`config.mk`:
```
export PLATFORM = sky130hd
export DESIGN_NAME = fir_result_sink_flat
export DESIGN_NICKNAME = d
export VERILOG_FILES = /design/src/rtl/fir_stream_pkg.sv /design/src/rtl/fir_result_sink_if.sv /design/src/rtl/fir_sync_fifo.sv /design/src/rtl/fir_result_sink.sv /design/src/flat_wrapper.sv
export SDC_FILE = /design/constraint.sdc
export NUM_CORES = 1
export LEC_CHECK = 0
export ABC_AREA = 1
export CAP_MARGIN = 20
export CORE_MARGIN = 1.5
export CORE_UTILIZATION = 23
export CTS_CLUSTER_SIZE = 30
export DETAILED_ROUTE_END_ITERATION = 10
export PLACE_DENSITY = 0.46
export REMOVE_ABC_BUFFERS = 1
export SLEW_MARGIN = 20
export SYNTH_ARGS = -nofsm -noshare
export SYNTH_HDL_FRONTEND = slang
export SYNTH_SLANG_ARGS = --single-unit
```
`constraint.sdc`:
```
create_clock -name clk -period 5.5 [get_ports clk]
set_input_delay 0.55 -clock clk [delete_from_list [all_inputs] [get_ports clk]]
set_output_delay 0.55 -clock clk [all_outputs]
set_load 0.1 [all_outputs]
```
`src/rtl/fir_stream_pkg.sv`:
```
// Shared widths and requantisation helpers for the FIR output stream.
// Used by the result sink RTL and by the filter's reference model.
package fir_stream_pkg;

    localparam int IN_W_DEF  = 32;
    localparam int OUT_W_DEF = 16;

    // Half-LSB bias of the post-shift grid; zero shift means no rounding at all.
    function automatic int round_bias(input int shift);
        return (shift > 0) ? (1 << (shift - 1)) : 0;
    endfunction

    // Wide reference form: round-half-up, shift, unsigned saturate to out_w bits.
    function automatic logic [63:0] requant(input logic [63:0] din, input int shift, input int out_w);
        logic [63:0] r;
        logic [63:0] max_v;
        r     = (din + 64'(round_bias(shift))) >> shift;
        max_v = (64'd1 << out_w) - 64'd1;
        return (r > max_v) ? max_v : r;
    endfunction

endpackage

```
`src/rtl/fir_result_sink_if.sv`:
```
// Filter-to-sink stream (valid only) plus the sink's valid/ready read port.
interface fir_result_sink_if #(
    parameter int IN_W  = 32,
    parameter int OUT_W = 16
);
    logic             in_valid;
    logic [IN_W-1:0]  in_data;
    logic             out_valid;
    logic             out_ready;
    logic [OUT_W-1:0] out_data;

    modport master (output in_valid, in_data, out_ready, input out_valid, out_data);
    modport slave  (input in_valid, in_data, out_ready, output out_valid, out_data);
endinterface

```
`src/rtl/fir_sync_fifo.sv`:
```
// Purpose: DEPTH x W synchronous FIFO, first-word-fall-through, with occupancy count.
// Latency: a push is visible at pop_dat the cycle after it is written.
// Backpressure: push while full is ignored unless a pop happens in the same cycle.
module fir_sync_fifo #(
    parameter int W     = 16,
    parameter int DEPTH = 8
) (
    input  logic                     clk,
    input  logic                     rst_n,
    input  logic                     push,
    input  logic [W-1:0]             push_dat,
    input  logic                     pop,
    output logic [W-1:0]             pop_dat,
    output logic                     full,
    output logic                     empty,
    output logic [$clog2(DEPTH):0]   level
);
    localparam int AW = $clog2(DEPTH);
    localparam int LW = AW + 1;

    logic [W-1:0]  mem [DEPTH];
    logic [AW-1:0] wr_ptr;
    logic [AW-1:0] rd_ptr;
    logic          wr_en;
    logic          rd_en;

    assign empty   = (level == '0);
    assign full    = (level == LW'(DEPTH));
    assign rd_en   = pop && !empty;
    // A pop frees the head slot this cycle, so a full FIFO can still take the push.
    assign wr_en   = push && (!full || rd_en);
    assign pop_dat = mem[rd_ptr];

    always_ff @(posedge clk) begin
        if (wr_en) mem[wr_ptr] <= push_dat;
    end

    always_ff @(posedge clk or negedge rst_n) begin
        if (!rst_n) begin
            wr_ptr <= '0;
            rd_ptr <= '0;
            level  <= '0;
        end else begin
            if (wr_en) wr_ptr <= wr_ptr + AW'(1);
            if (rd_en) rd_ptr <= rd_ptr + AW'(1);
            case ({wr_en, rd_en})
                2'b10:   level <= level + LW'(1);
                2'b01:   level <= level - LW'(1);
                default: level <= level;
            endcase
        end
    end

endmodule

```
`src/rtl/fir_result_sink.sv`:
```
// Purpose: requantise FIR results to OUT_W bits and buffer them for a valid/ready reader.
// Latency: 2 cycles from in_valid to out_valid into an empty FIFO; 1 sample/cycle sustained.
// Backpressure: none upstream; samples arriving at a full FIFO without a pop are dropped and counted.
module fir_result_sink
    import fir_stream_pkg::*;
#(
    parameter int IN_W  = IN_W_DEF,
    parameter int OUT_W = OUT_W_DEF,
    parameter int SHIFT = 4,
    parameter int DEPTH = 8,
    parameter int CNT_W = 16
) (
    input  logic                     clk,
    input  logic                     rst_n,
    fir_result_sink_if.slave         bus,
    output logic [$clog2(DEPTH):0]   level,
    output logic                     overflow,
    output logic [CNT_W-1:0]         drop_count,
    input  logic                     clr_ovf
);
    localparam logic [IN_W:0] RND = (IN_W+1)'(round_bias(SHIFT));
    localparam logic [IN_W:0] SAT = (IN_W+1)'({OUT_W{1'b1}});

    logic [IN_W:0]    r_sum;
    logic             q_valid;
    logic [OUT_W-1:0] q_data;
    logic [OUT_W-1:0] fifo_dat;
    logic             full;
    logic             empty;
    logic             pop;
    logic             drop;

    // One spare bit keeps the rounding carry of an all-ones input from wrapping.
    assign r_sum = ({1'b0, bus.in_data} + RND) >> SHIFT;

    always_ff @(posedge clk or negedge rst_n) begin
        if (!rst_n) begin
            q_valid <= 1'b0;
            q_data  <= '0;
        end else begin
            q_valid <= bus.in_valid;
            q_data  <= (r_sum > SAT) ? '1 : r_sum[OUT_W-1:0];
        end
    end

    fir_sync_fifo #(.W(OUT_W), .DEPTH(DEPTH)) u_fifo (
        .clk      (clk),
        .rst_n    (rst_n),
        .push     (q_valid),
        .push_dat (q_data),
        .pop      (pop),
        .pop_dat  (fifo_dat),
        .full     (full),
        .empty    (empty),
        .level    (level)
    );

    assign pop           = !empty && bus.out_ready;
    assign drop          = q_valid && full && !pop;
    assign bus.out_valid = !empty;
    assign bus.out_data  = empty ? '0 : fifo_dat;

    // A drop in the clearing cycle survives the clear as the first counted drop.
    always_ff @(posedge clk or negedge rst_n) begin
        if (!rst_n) begin
            overflow   <= 1'b0;
            drop_count <= '0;
        end else if (clr_ovf) begin
            overflow   <= drop;
            drop_count <= drop ? CNT_W'(1) : '0;
        end else if (drop) begin
            overflow   <= 1'b1;
            drop_count <= (drop_count == '1) ? drop_count : drop_count + CNT_W'(1);
        end
    end

endmodule

```
`src/flat_wrapper.sv`:
```
// flat-port wrapper written by rule: the top's interface ports become plain ports
module fir_result_sink_flat import fir_stream_pkg::*;
#(
    parameter int IN_W  = IN_W_DEF,
    parameter int OUT_W = OUT_W_DEF,
    parameter int SHIFT = 4,
    parameter int DEPTH = 8,
    parameter int CNT_W = 16
)
  (clk, rst_n, level, overflow, drop_count, clr_ovf, bus_in_valid, bus_in_data, bus_out_ready, bus_out_valid, bus_out_data);
  fir_result_sink_if #(.IN_W(IN_W), .OUT_W(OUT_W)) bus_i ();
  input  logic clk;
  input  logic rst_n;
  output logic [$clog2(DEPTH):0] level;
  output logic overflow;
  output logic [CNT_W-1:0] drop_count;
  input  logic clr_ovf;
  input wire logic [$bits(bus_i.in_valid)-1:0] bus_in_valid;
  input wire logic [$bits(bus_i.in_data)-1:0] bus_in_data;
  input wire logic [$bits(bus_i.out_ready)-1:0] bus_out_ready;
  output wire logic [$bits(bus_i.out_valid)-1:0] bus_out_valid;
  output wire logic [$bits(bus_i.out_data)-1:0] bus_out_data;
  assign bus_i.in_valid = bus_in_valid;
  assign bus_i.in_data = bus_in_data;
  assign bus_i.out_ready = bus_out_ready;
  assign bus_out_valid = bus_i.out_valid;
  assign bus_out_data = bus_i.out_data;
  fir_result_sink #(.IN_W(IN_W), .OUT_W(OUT_W), .SHIFT(SHIFT), .DEPTH(DEPTH), .CNT_W(CNT_W)) u_core (.clk(clk), .rst_n(rst_n), .bus(bus_i), .level(level), .overflow(overflow), .drop_count(drop_count), .clr_ovf(clr_ovf));
endmodule
```
==> run metrics <==
Pwr Density 488 nW/µm²; Post-DP HPWL 12700 µm; min Tclk post-route 3.90 ns; Worst EP arrival 3.35 ns; antenna cells 0; CTS root buffer clkbuf_16; Switching Power 2290 µW; routed len/inst 14.9 µm; status completed; fin crit share 70.8%; Remaining DRCs 0; synth warn 0; Fin. Hold Viols 0; routed vias 5584; setup TNS 0 ns; CP Class flip-flop to output port; Initial Util 23.3%; flops & latches, synth 172; Total Wirelength 19700 µm; most used cell, CP buf_4; prevailing post-synth register cell edfxtp_1; cts hold-fix bufs 0; Yosys cell types 35; crit-path max cell delay 0.64 ns; Synth-to-Final Area Change 22.7%; first-pass iteration count of the detailed router 5; maximum vdd ir drop 0.379 mV; clock group share of total power 25.4%; Internal Pwr Total 2530 µW; Final GP Congestion 0.796; Combinational Power Share 43.4%; ys async rst share 25.6%; Hold Path Class primary input to asynchronous set/reset pin; Final Max Tran Viols 0; CTS sink cnt 172; fin nets 901; Flop pwr share 31.2%; WP data required 4.95 ns; Vias/cell 4.22; first-pass GRT wire length 31800 µm; initial antenna violation count 0; Antenna Nets Post-Route 0; RSZ-0062 raised after global routing false; # resized after CTS 0; switching part of the total 47.5%; Setup crit start kind flip-flop; R2R Setup Slk 2.88 ns; largest net degree at the start of global routing 68; CTS tree built; Least-Margin Pin Slew 0.980 ns; vias in the first global route 5741; All-Layer GR Usage 11.5%; clk_skew 0.0179 ns; DRT iter0 DRCs 268; io pins 75; Synth Instances 780; Critical-path top delay cell clkinv_1; Fin Hold WS 0.195 ns; Cell Area, Synth 8040 µm²; CP endpoint kind output port; slew margin rel. 34.4%; Worst-path clk slew 0.08 ns; number of H-tree levels 4; post-CTS setup buffers 0; CTS buffer count 17; Worst-Skew Late Latency 0.43 ns; Finished Core Util 28.6%; FMAX 257 MHz; # rows 68; final setup fails 0; Leak Pwr 0.00301 µW; layout cells sized above 1 12.5%; fraction of the yosys area taken by sequential cells 61.5%; Post-synth EDFFs 128; Synth Area per Inst 10.3 µm²; Port Buf Inserts 71; max-cap viol count 0; critical path fanouts, max 67; die area 36100 µm²; core area 34500 µm²; Die Ht 190 µm; Die Span X 190 µm; CP cell instances buf_4, clkinv_1, buf_4, o21ai_0, o22ai_1, o21ai_0, a31oi_1, buf_4; clock buffer depth 2; Congestion Overflow GR 0
==> Yosys cell counts (2+ instances only) <==
| cell type | count | share of area, % |
|---|---|---|
| a31oi_1 | 16 | 1.2 |
| buf_12 | 2 | 0.50 |
| clkbuf_1 | 24 | 1.1 |
| dfrtp_1 | 44 | 14 |
| edfxtp_1 | 128 | 48 |
| ha_1 | 7 | 1.1 |
| inv_1 | 39 | 1.8 |
| inv_2 | 2 | 0.093 |
| nand2_1 | 126 | 5.9 |
| nand2_2 | 10 | 0.78 |
| nand2_4 | 2 | 0.28 |
| nand3_1 | 19 | 1.2 |
| nand3_2 | 11 | 1.4 |
| nand3b_1 | 7 | 0.65 |
| nand4_1 | 6 | 0.47 |
| nor2_1 | 153 | 7.1 |
| nor2_2 | 6 | 0.47 |
| nor2_4 | 11 | 1.5 |
| nor3_1 | 10 | 0.62 |
| o21ai_0 | 89 | 5.5 |
| o22ai_1 | 16 | 1.2 |
| o31ai_1 | 9 | 0.84 |
| xnor2_1 | 11 | 1.2 |
| xor2_1 | 21 | 2.3 |
==> worst max-delay path: cells and delay by family, from the launching register on <==
kind,cells,cell delay (ns)
buf+inv,4,2.01
flops,1,0.34
compound gates,4,0.56
==> per-stage QoR <==
step	power, µW	area, µm²	instances	setup slack (ns)
floorplan	3050	7900	752	1.04
global placement	3660	9240	1292	1.93
detailed placement	3670	9240	1292	1.93
CTS	4900	9860	1324	1.47
global route	5070	9860	1324	1.22
finish	4820	9860	1324	1.60
==> per-layer routing <==
metal / wire length (µm) / track usage (%)
met5: 0 / 0
met4: 161 / 3.21
met3: 601 / 2.12
met2: 9410 / 19.1
met1: 9520 / 15.1
==> cell type report <==
cell class | count | area [µm²]
sequential | 172 | 4950
multi-input combinational | 538 | 2800
clock inverter | 15 | 194
clock buffer | 17 | 425
timing repair buffer | 85 | 771
inverter | 42 | 158
fill | 3600 | 24600
tap | 455 | 569
==> final timing paths <==
check	from	to	cells past startpoint
worst max-delay path	u_core.u_fifo.rd_ptr[0]$_DFFE_PN0P_	bus_out_data[8]	8
min in group clk	u_core.overflow$_DFFE_PN0P_	u_core.overflow$_DFFE_PN0P_	2
max in group asynchronous	rst_n	u_core.u_fifo.rd_ptr[0]$_DFFE_PN0P_	2
worst min register to register	u_core.overflow$_DFFE_PN0P_	u_core.overflow$_DFFE_PN0P_	2
worst max register to register	u_core.u_fifo.level[0]$_DFFE_PN0P_	u_core.u_fifo.level[3]$_DFFE_PN0P_	14
worst min-delay path	rst_n	u_core.drop_count[9]$_DFFE_PN0P_	2
==> cells by family (layout without fill, tap and decap cells) <==
| logic type | Yosys count | count (layout) | synth area share (%) |
|---|---|---|---|
| XOR/XNOR | 32 | 32 | 3.49 |
| buffers and inverters | 70 | 159 | 3.69 |
| AO/OA/AOI/OAI | 133 | 133 | 9.13 |
| adder cells (fa/ha/maj) | 8 | 8 | 1.34 |
| flip-flops | 172 | 172 | 61.5 |
| AND/OR/NAND/NOR | 365 | 365 | 20.9 |
==> sequential cells by signal, summed over array words and instances (netlist names) <==
register / flops
u_core.drop_count: 16
u_core.u_fifo.mem: 128
u_core.q_data: 16
u_core.u_fifo.wr_ptr: 3
u_core.u_fifo.rd_ptr: 3
u_core.overflow: 1
u_core.q_valid: 1
u_core.u_fifo.level: 4
==> power by group through the flow <==
stage	Clock, µW	Combinational [µW]	Sequential [µW]
CTS	1260	2140	1500
finish	1220	2090	1500
global route	1310	2250	1510
detailed placement	0	2130	1530
floorplan	0	1320	1730
global placement	0	2130	1530
==> layout by cell type, fill, tap and decap left out, drive strengths merged <==
cell type	count
a211oi	1
a21oi	1
a31o	1
a31oi	16
and2	1
buf	31
clkbuf	17
clkdlybuf4s50	54
clkinv	6
dfrtp	44
edfxtp	128
fa	1
ha	7
inv	51
nand2	138
nand3	30
nand3b	7
nand4	6
nor2	171
nor3	10
nor4	1
o21ai	89
o22ai	16
o31ai	9
or2	1
xnor2	11
xor2	21
Power figures use the tool's default switching activity.
